`src/rtl/tick_scheduler.sv`:
```
`default_nettype none
// +----------------------------------------------------------------------------+
// | tick_scheduler                                                             |
// | Single-clock divided time base: one tick every 2^(k+1) cycles, run/stop    |
// | control, glitch-free k reconfiguration, round-robin tick grant.            |
// | Revision: 1.0                                                              |
// +----------------------------------------------------------------------------+
module tick_scheduler #(
    parameter int CNT_W = 12,
    parameter int NREQ  = 4,
    parameter int K_RST = 10
) (
    input  logic             clk,
    input  logic             rstn,
    input  logic             start,
    input  logic             stop,
    input  logic             cfg_valid,
    input  logic [3:0]       cfg_sel,
    output logic             cfg_ready,
    input  logic [NREQ-1:0]  req,
    output logic [NREQ-1:0]  gnt,
    output logic             tick,
    output logic             running,
    output logic [3:0]       cur_sel,
    output logic [CNT_W-1:0] count
);

    localparam int               PTR_W     = (NREQ > 1) ? $clog2(NREQ) : 1;
    localparam logic [3:0]       C_MAX_SEL = 4'(CNT_W - 1);
    localparam logic [3:0]       C_K_RST   = 4'(K_RST);
    localparam logic [PTR_W-1:0] C_LAST    = PTR_W'(NREQ - 1);

    typedef enum logic {
        IDLE = 1'b0,
        RUN  = 1'b1
    } state_t;

    state_t           state;
    logic             pending;
    logic [3:0]       pend_sel;
    logic [PTR_W-1:0] ptr;

    logic [CNT_W-1:0] term;
    logic             at_term;
    logic             xfer;
    logic             boundary;
    logic [3:0]       sel_clamped;
    logic             found;
    logic [PTR_W-1:0] gidx;
    logic [PTR_W-1:0] scan_idx;
    logic [PTR_W-1:0] next_ptr;
    int               scan_pos;

    // Terminal value 2^(k+1)-1 is a run of k+1 ones, so it never overflows CNT_W.
    always_comb begin
        term = '0;
        for (int i = 0; i < CNT_W; i++) begin
            term[i] = (i <= int'(cur_sel));
        end
    end

    assign at_term     = (count == term);
    assign tick        = (state == RUN) && at_term;
    assign running     = (state == RUN);
    assign cfg_ready   = !pending;
    assign xfer        = cfg_valid && cfg_ready;
    assign boundary    = stop || at_term;
    assign sel_clamped = (cfg_sel > C_MAX_SEL) ? C_MAX_SEL : cfg_sel;

    always_comb begin
        found    = 1'b0;
        gidx     = '0;
        scan_pos = 0;
        scan_idx = '0;
        for (int off = 0; off < NREQ; off++) begin
            scan_pos = int'(ptr) + off;
            if (scan_pos >= NREQ) begin
                scan_pos = scan_pos - NREQ;
            end
            scan_idx = PTR_W'(scan_pos);
            if (!found && req[scan_idx]) begin
                found = 1'b1;
                gidx  = scan_idx;
            end
        end
    end

    always_comb begin
        gnt = '0;
        if (tick && found) begin
            gnt[gidx] = 1'b1;
        end
    end

    assign next_ptr = (gidx == C_LAST) ? '0 : gidx + PTR_W'(1);

    always_ff @(posedge clk or negedge rstn) begin
        if (!rstn) begin
            state    <= IDLE;
            count    <= '0;
            cur_sel  <= C_K_RST;
            pending  <= 1'b0;
            pend_sel <= '0;
            ptr      <= '0;
        end else begin
            case (state)
                IDLE: begin
                    count <= '0;
                    if (xfer) begin
                        cur_sel <= sel_clamped;
                    end
                    if (start && !stop) begin
                        state <= RUN;
                    end
                end
                RUN: begin
                    if (stop) begin
                        state <= IDLE;
                        count <= '0;
                    end else if (at_term) begin
                        count <= '0;
                    end else begin
                        count <= count + CNT_W'(1);
                    end
                    // k only changes at a period boundary (wrap or stop) so no period is truncated.
                    if (pending && boundary) begin
                        cur_sel <= pend_sel;
                        pending <= 1'b0;
                    end else if (xfer) begin
                        if (boundary) begin
                            cur_sel <= sel_clamped;
                        end else begin
                            pending  <= 1'b1;
                            pend_sel <= sel_clamped;
                        end
                    end
                    if (tick && found) begin
                        ptr <= next_ptr;
                    end
                end
                default: begin
                    state <= IDLE;
                end
            endcase
        end
    end

endmodule
`default_nettype wire

```
`config.mk`:
```
export PLATFORM = sky130hd
export DESIGN_NAME = tick_scheduler
export DESIGN_NICKNAME = d
export VERILOG_FILES = /design/src/rtl/tick_scheduler.sv
export SDC_FILE = /design/constraint.sdc
export NUM_CORES = 1
export LEC_CHECK = 0
export CAP_MARGIN = 20
export CELL_PAD_IN_SITES_DETAIL_PLACEMENT = 1
export CELL_PAD_IN_SITES_GLOBAL_PLACEMENT = 2
export CORE_MARGIN = 3
export CORE_UTILIZATION = 34
export CTS_BUF_LIST = sky130_fd_sc_hd__clkbuf_2
export DETAILED_ROUTE_END_ITERATION = 10
export PLACE_DENSITY_LB_ADDON = 0.08
export SYNTH_ARGS = -nofsm -noshare
export SYNTH_HDL_FRONTEND = slang
export SYNTH_SLANG_ARGS = --single-unit
```
`constraint.sdc`:
```
create_clock -name clk -period 5.1 [get_ports clk]
set_input_delay 0.765 -clock clk [delete_from_list [all_inputs] [get_ports clk]]
set_output_delay 0.765 -clock clk [all_outputs]
set_load 0.01 [all_outputs]
```
# ---- Word level (Yosys, flattened, before mapping)
# Index checks and enable logic that the tools add are counted.
dict set report totals {
  ff_bits 24
  output_inout_bits 23
  in_bits 13
  elab_cells 105
}
dict set report op_classes {
  bitwise 3
  n_reduce_logical 20
  order_cmp 22
  mux 39
  addsub 9
  n_eq_ne 6
}
# operator count
set ops {}
lappend ops {{2-to-1 mux 12 bit} 2}
lappend ops {{2-to-1 mux 4 bit} 6}
lappend ops {{case mux 12 bit (2 select lines)} 1}
lappend ops {{2-to-1 mux 2 bit} 9}
lappend ops {{<= comparator 3 x 4 -> 1 bit, first input constant} 4}
lappend ops {{<= comparator 4 bit, first input constant} 4}
lappend ops {{less-than comparator 2 x 3 -> 1 bit, second input constant} 5}
lappend ops {{2-to-1 mux 1 bit} 14}
lappend ops {{adder 12 x 1 -> 12 bit, second input constant} 1}
lappend ops {{== test 12 bit} 1}
lappend ops {{>= comparator 3 bit, second input constant} 3}
lappend ops {{logical AND 1 bit} 9}
lappend ops {{binary-select mux 1 bit (select 2 bit)} 4}
lappend ops {{<= comparator 2 x 4 -> 1 bit, first input constant} 2}
lappend ops {{case mux 4 bit (2 select lines)} 1}
lappend ops {{subtractor 2 x 1 -> 2 bit, second input constant} 4}
lappend ops {{adder 2 x 2 -> 3 bit, second input constant} 2}
lappend ops {{inequality test 3 x 1 -> 1 bit, second input constant} 2}
lappend ops {{AND reduction 3 bit} 2}
lappend ops {{logical NOT 1 bit} 5}
lappend ops {{> comparator 4 bit, second input constant} 1}
lappend ops {{<= comparator 1 x 4 -> 1 bit, first input constant} 1}
lappend ops {{AND reduction 4 bit} 1}
lappend ops {{adder 2 x 1 -> 3 bit, second input constant} 1}
lappend ops {{other kinds (12)} 14}

# ---- Longest topological paths before layout
# Gate-level depths: netlist of run 1.
dict set report depth {
  word_depth 19
  ltp_mapped 9
  depth_no_buf 7
}

# ---- Worst setup path after synthesis of run 1
# Ideal clock, no wire load.
dict set report synth_timing {
  path_kind {reg2out}
  start {register cur_sel[0]}
  end {output port gnt[0]}
  required_ns 4.335
  slack_ns 2.259
  t_arrival_ns 2.076
  path_stages_with_launch 9
  path_buffers 1
  cell_sequence {dfrtp_1 buf_6 or4_4 nor3_2 a211oi_1 nor4_4 nand3_1 nor2_2 and2_1}
}
dict set report synth_via {
  elab_chain_len 5
  elab_cells_between_ends 15
  cone_classes {11 x order compare; 1 x eq/ne; 1 x mux; 2 x reduce/logical}
}
# item line_no
set synth_lines {}
lappend synth_lines {{from (decl)} 24} ;# output logic [3:0] cur_sel,
lappend synth_lines {{from (signal assigned)} 110} ;# cur_sel <= sel_clamped;
lappend synth_lines {{from (signal assigned)} 127} ;# cur_sel <= pend_sel;
lappend synth_lines {{from (signal assigned)} 131} ;# cur_sel <= sel_clamped;
lappend synth_lines {{<= comparator 1 x 4 -> 1 bit, or another cell as far along} 58} ;# term[i] = (i <= int'(cur_sel));
lappend synth_lines {{== test 12 bit *} 62} ;# assign at_term = (count == term);
lappend synth_lines {{logical AND 1 bit *} 63} ;# assign tick = (state == RUN) && at_term;
lappend synth_lines {{logical AND 1 bit *} 90} ;# if (tick && found) begin
lappend synth_lines {{2-to-1 mux 4 bit *} 90}
lappend synth_lines {{to (decl)} 21} ;# output logic [NREQ-1:0] gnt,
# Mark *: on every way between the ends. The rest lies on a longest branch, timed or not.

# ---- Worst setup path in the final report of run 1
dict set report layout_timing {
  start {register cur_sel[2]}
  end {output port gnt[1]}
}
# Same word-level chain as after synthesis.

==> flow_summary.json, run 1 <==
{
  "cts_tree": "done",
  "die_y_um": 75.3,
  "final_layout_size_suffix_gt1_frac": 0.169,
  "grt_pass1_wl_um": 6600,
  "core-area_mm2": 0.00450,
  "place.port_buffers": 35,
  "slew_viol_final": 0,
  "post_cts_resized": 0,
  "setup_viol_count_final": 0,
  "drc_errors": 0,
  "cts_buffers": 3,
  "cts-root-buf": "clkbuf_2",
  "dieArea_mm2": 0.00567,
  "fin_crit_ns": 3.93,
  "crit_path_end_kind": "output pin",
  "fin_nets": 220,
  "synth_fa_ha_area_frac": 0.0383,
  "fin_skew_ns": 0.0337,
  "grt_pass1_vias": 1363,
  "synth-seq-cells": 24,
  "die_w_um": 75.3,
  "power.density_mw_per_mm2": 251,
  "vias_per_cell": 5.28,
  "switchingPower_uw": 173,
  "postLayoutCellArea_mm2": 0.00201,
  "outcome": "completed",
  "max_freq_mhz": 254,
  "synthArstFlopShare": 1.00,
  "relSlewSlack": 0.683,
  "start_util": 0.362,
  "synth_edf_count": 0,
  "clk_pin_slew_ns": 0.21,
  "synth_flop_cell": "dfrtp_1",
  "antenna_left": 0,
  "synth_xor_area_frac": 0.0698,
  "synth_simple_gate_area_frac": 0.225,
  "gp_congestion": 0.715,
  "cpPeakStageDelay_ns": 0.62,
  "rsz0062_at_grt": "false",
  "hpwl_um": 2950,
  "max-clock-path-buffers": 2,
  "leakage_uw": 0.000819,
  "cp_slowest_cell": "or4_4",
  "crit_family": "simple AND/OR/NAND/NOR gates",
  "htreeDepth": 1,
  "dpl-instance-area_mm2": 0.00197,
  "p_seq_frac": 0.526,
  "crit_fanout": 16,
  "synth_top_family_by_area": "simple AND/OR/NAND/NOR gates",
  "diodes": 0,
  "post_synth.cell_area_avg_um2": 9.65,
  "worst-path-buf-inv": 1,
  "drv_cap": 0,
  "peakVddDrop_mv": 0.168,
  "syn_to_final_growth_pct": 22.9,
  "num_rows": 24,
  "cp.required_ns": 4.34,
  "netSwitchingFraction": 0.345,
  "hp-class": "reg2reg",
  "synth-compound-area-share": 0.133,
  "synth_area_mm2": 0.00163,
  "gr-total-overflow": 0,
  "syn_nets": 187,
  "n_fill_cell": 536,
  "fin_crit_sh": 0.772,
  "synthMuxAreaShare": 0.0966,
  "firstDrtPassIters": 4,
  "internal_power_uw": 329,
  "drtIter0Drc": 42,
  "grt_max_degree": 25,
  "worst_slew_pin_slew_ns": 0.476,
  "setup_tns_ns": 0,
  "cts_setup_buffers": 0,
  "io_pins": 36,
  "syn_inst": 169,
  "clock-sinks": 24,
  "ys_types": 49,
  "hold_viol_final": 0,
  "path_cells": "or4_4, nor3_2, a211oi_1, nor4_4, nand3_1, nor2_2, and2_1, clkdlybuf4s50_1",
  "antenna_found_initial": 0,
  "p_clk_frac": 0.160,
  "worstPathArrival_ns": 3.17,
  "holdBufCountCts": 0,
  "gr-usage-all-layers": 0.151,
  "ys.warnings.count": 0,
  "vias": 1336,
  "crit_type": "reg2out",
  "start_kind": "flop",
  "wire_per_inst_um": 15.5,
  "combPwrFrac": 0.314,
  "routed_wl_um": 3920,
  "insertion_delay_ns": 0.36,
  "synth-seq-area-share": 0.370
}
-- layout make-up --
| cell class | count | area (µm²) | area share |
|---|---|---|---|
| repair buffers | 36 | 365 | 0.182 |
| clock buffers | 4 | 20.0 | 0.00998 |
| flip-flops and latches | 24 | 603 | 0.301 |
| multi-input cells | 128 | 918 | 0.458 |
| inverters | 9 | 33.8 | 0.0168 |
| well taps | 52 | 65.1 | 0.0324 |
-- logic make-up after synthesis --
| group | after synthesis |
|---|---|
| AOI/OAI and AO/OA | 30 |
| DFF | 24 |
| xor gates and xnor gates | 13 |
| and+or+nand+nor | 66 |
| muxes | 14 |
| adders and majority gates | 5 |
| buffers and inverters | 17 |
-- Yosys cell counts, drive strengths merged (2+ instances only) --
| master | number | area (µm²) |
|---|---|---|
| nor2b | 2 | 12.5 |
| nor3 | 4 | 25.0 |
| o21ai | 4 | 20.0 |
| xor2 | 6 | 52.6 |
| buf | 3 | 27.5 |
| nor4 | 3 | 33.8 |
| o211ai | 2 | 15.0 |
| o21a | 2 | 15.0 |
| clkbuf | 5 | 48.8 |
| xnor2 | 7 | 61.3 |
| a211oi | 2 | 15.0 |
| dfstp | 2 | 52.6 |
| nor2 | 19 | 73.8 |
| nand2 | 12 | 45.0 |
| and2 | 4 | 25.0 |
| dfrtp | 22 | 551 |
| or4 | 2 | 18.8 |
| and3 | 6 | 38.8 |
| ha | 5 | 62.6 |
| mux2 | 14 | 158 |
| nand3 | 6 | 30.0 |
| a21o | 3 | 23.8 |
| inv | 9 | 33.8 |
| a21oi | 10 | 57.6 |
-- path summary, 6_finish.rpt --
path,slack [ns],end,cells past startpoint,from
setup / recovery,1.17,gnt[1],8,cur_sel[2]$_DFFE_PN0P_
hold / removal,0.53,pend_sel[3]$_DFFE_PN0P_,1,pend_sel[3]$_DFFE_PN0P_
setup reg to reg,2.23,cur_sel[2]$_DFFE_PN0P_,7,cur_sel[2]$_DFFE_PN0P_
hold reg to reg,0.53,pend_sel[3]$_DFFE_PN0P_,1,pend_sel[3]$_DFFE_PN0P_
max in group asynchronous,3.94,cur_sel[1]$_DFFE_PN1P_,2,rstn
min in group asynchronous,0.61,count[7]$_DFF_PN0_,1,rstn
-- power by group through the flow --
stage               clock network (µW)  registers [µW]  logic [µW]
floorplan                            0             241         143
global placement                     0             263         154
detailed placement                   0             267         159
CTS                               85.8             264         160
global route                      95.8             272         175
finish                            80.4             264         158
-- metal layers --
layer,routed length [µm],track usage,vias to the layer above
li1,-,-,653
met1,1790,0.202,656
met2,1950,0.254,25
met3,148,0.0267,2
met4,24,0.0350,0
met5,0,0,-
-- worst register-to-register path, stage by stage, from the launching register on --
cell      delay (ns)
dfrtp_1         0.60
or4_4           0.62
nor3_2          0.11
a211oi_1        0.09
nor4_4          0.35
a211o_2         0.36
a21boi_4        0.30
mux2_2          0.35
-- sequential cells by signal, indices dropped and copies added (netlist names) --
signal	count
running	1
cur_sel	4
count	12
ptr	2
pending	1
pend_sel	4
-- through the flow --
stage	power, µW	hold WS [ns]	worst slack [ns]	util	cells
2_1_floorplan	384	0.469	2.26	-	169
3_3_place_gp	417	0.487	1.61	0.438	248
3_5_place_dp	426	0.494	1.52	0.438	248
4_1_cts	510	0.542	1.10	0.442	252
5_1_grt	543	0.559	0.799	0.445	253
6_report	503	0.531	1.17	0.445	253
-- layout by cell type, fill, tap and decap left out, types with 2 or more instances in the layout --
master           count
xnor2_1              7
o211ai_1             2
a21oi_1              8
nor3_1               3
nor2b_1              2
o21a_1               2
a21o_1               2
mux2_2              14
o21ai_0              3
inv_1                9
nand3_1              6
a21oi_2              2
nor4_1               2
xor2_1               6
dfstp_2              2
clkdlybuf4s50_1     35
a211oi_1             2
and2_1               4
ha_1                 5
and3_1               5
clkbuf_2             4
dfrtp_1             22
nor2_1              18
nand2_1             12
Note: power is estimated with default switching activity, not from simulation.
==> run 2, diff against run 1 <==
CORE_UTILIZATION = 29   (was 34)
clock period = 3.2 ns   (was 5.1 ns; I/O delays follow)
==> flow_summary.json, run 2 (synthesis results as in run 1) <==
{
  "placed_cells": 272,
  "syn_to_final_growth_pct": 31.8,
  "drc_errors": 0,
  "layout_commonest_cell": "clkdlybuf4s50_1",
  "worstPathArrival_ns": 2.59,
  "vias": 1386,
  "routed_wl_um": 4310,
  "clock-sinks": 24,
  "gr-total-overflow": 0,
  "cts_buffers": 3,
  "crit_type": "reg2out",
  "final_cell_mix": "clkdlybuf4s50_1, dfrtp_1, nor2_1, mux2_2, buf_4",
  "peakVddDrop_mv": 0.253,
  "power.density_mw_per_mm2": 404,
  "postLayoutCellArea_mm2": 0.00215,
  "vias_per_cell": 4.88,
  "max-clock-path-buffers": 2,
  "place.port_buffers": 35,
  "leakage_uw": 0.000893,
  "diodes": 0,
  "dieArea_mm2": 0.00656,
  "fin_crit_sh": 0.961,
  "dpl-instance-area_mm2": 0.00204,
  "antenna_found_initial": 0,
  "start_util": 0.310,
  "relSlewSlack": 0.626,
  "cts-root-buf": "clkbuf_2",
  "insertion_delay_ns": 0.34,
  "slew_viol_final": 0,
  "p_seq_frac": 0.454,
  "io_pins": 36,
  "crit_fanout": 5,
  "fin_crit_ns": 3.07,
  "cp.required_ns": 2.72,
  "die_y_um": 81.0,
  "gr-usage-all-layers": 0.139,
  "fin_cells": 284,
  "fin_skew_ns": 0.00157,
  "netSwitchingFraction": 0.347,
  "worst_slew_pin_slew_ns": 0.556,
  "hold_viol_final": 0,
  "power_uw": 869,
  "largest_register": "count",
  "cts_tree": "done",
  "grt_pass1_wl_um": 7040,
  "start_kind": "flop",
  "max_freq_mhz": 325,
  "grt_pass1_vias": 1415,
  "largest_register_ffs": 12,
  "clk_pin_slew_ns": 0.24,
  "grt_max_degree": 25,
  "hp-class": "in2async",
  "outcome": "completed",
  "internal_power_uw": 567,
  "finalHoldWorstSlack_ns": 0.459,
  "wire_per_inst_um": 15.2,
  "die_w_um": 81.0,
  "final_layout_size_suffix_gt1_frac": 0.271,
  "drtIter0Drc": 51,
  "firstDrtPassIters": 4,
  "core-area_mm2": 0.00527,
  "crit_path_end_kind": "output pin",
  "gp_congestion": 0.731,
  "fin_nets": 233,
  "final_core_util": 0.408,
  "setup_viol_count_final": 0,
  "num_rows": 26,
  "antenna_left": 0,
  "drv_cap": 0,
  "htreeDepth": 1,
  "rsz0062_at_grt": "true",
  "combPwrFrac": 0.404,
  "switchingPower_uw": 302,
  "p_clk_frac": 0.143,
  "reg_top3": "count x12, cur_sel x4, pend_sel x4",
  "hpwl_um": 3100
}
-- run 2: cell types whose count changed in the layout (fill, tap and decap cells not counted), sizes merged --
| cell | before | now |
|---|---|---|
| buf | 1 | 18 |
| clkbuf | 4 | 3 |
| clkdlybuf4s15 | 0 | 1 |
| clkdlybuf4s50 | 35 | 30 |
| clkinv | 0 | 1 |
-- run 2: worst paths after layout --
check	from	endpoint	slack, ns	cells past startpoint
max	cur_sel[2]$_DFFE_PN0P_	gnt[3]	0.13	9
min	rstn	count[7]$_DFF_PN0_	0.46	2
max reg2reg	cur_sel[1]$_DFFE_PN1P_	pend_sel[3]$_DFFE_PN0P_	0.30	9
min reg2reg	pend_sel[1]$_DFFE_PN0P_	pend_sel[1]$_DFFE_PN0P_	0.54	1
max in group asynchronous	rstn	cur_sel[3]$_DFFE_PN1P_	2.43	2
min in group clk	pend_sel[1]$_DFFE_PN0P_	pend_sel[1]$_DFFE_PN0P_	0.54	1
-- run 2: per-stage QoR --
step	worst slack (ns)	TNS [ns]
floorplan	0.644	0
global placement	0.219	0
detailed placement	0.143	0
CTS	0.108	0
global route	-0.0597	-0.211
finish	0.125	0
-- run 2: final cells by class --
type,count,area [µm²]
fillers,617,3120
multi-input cells,128,951
flip-flops and latches,24,608
repair buffers,49,452
well taps,70,87.6
inverters,9,33.8
clock buffers,3,15.0
clock inverters,1,3.75
-- run 2: power by group through the flow --
stage               Clock, µW  Combinational [µW]  Sequential (µW)
floorplan                   0                 228              384
global placement            0                 287              397
detailed placement          0                 299              401
CTS                       136                 336              388
global route              154                 381              401
finish                    124                 351              394
-- run 2: metal layers --
layer  global-route usage  up-vias  routed length [µm]
li1                     -      678                   -
met1                0.182      685                2010
met2                0.233       21                2120
met3               0.0355        2                 155
met4               0.0236        0                  24
met5                    0        -                   0
-- run 2: timing repair --
action	CTS	global route
pin swaps	3	11
hold buffers	0	0
cloned	0	0
gates resized for setup	9	23
hold endpoints to repair	0	0
buffers inserted	6	2
setup endpoints to repair	5	4
-- run 2: worst max-delay path, stage by stage (launching register included) --
cell and delay [ns]:
dfrtp_1 0.45, buf_6 0.13, or4_4 0.52, a21oi_2 0.18, a211oi_2 0.07, nor4_4 0.32
nand3_2 0.16, nor2_4 0.17, and2_1 0.13, buf_2 0.12
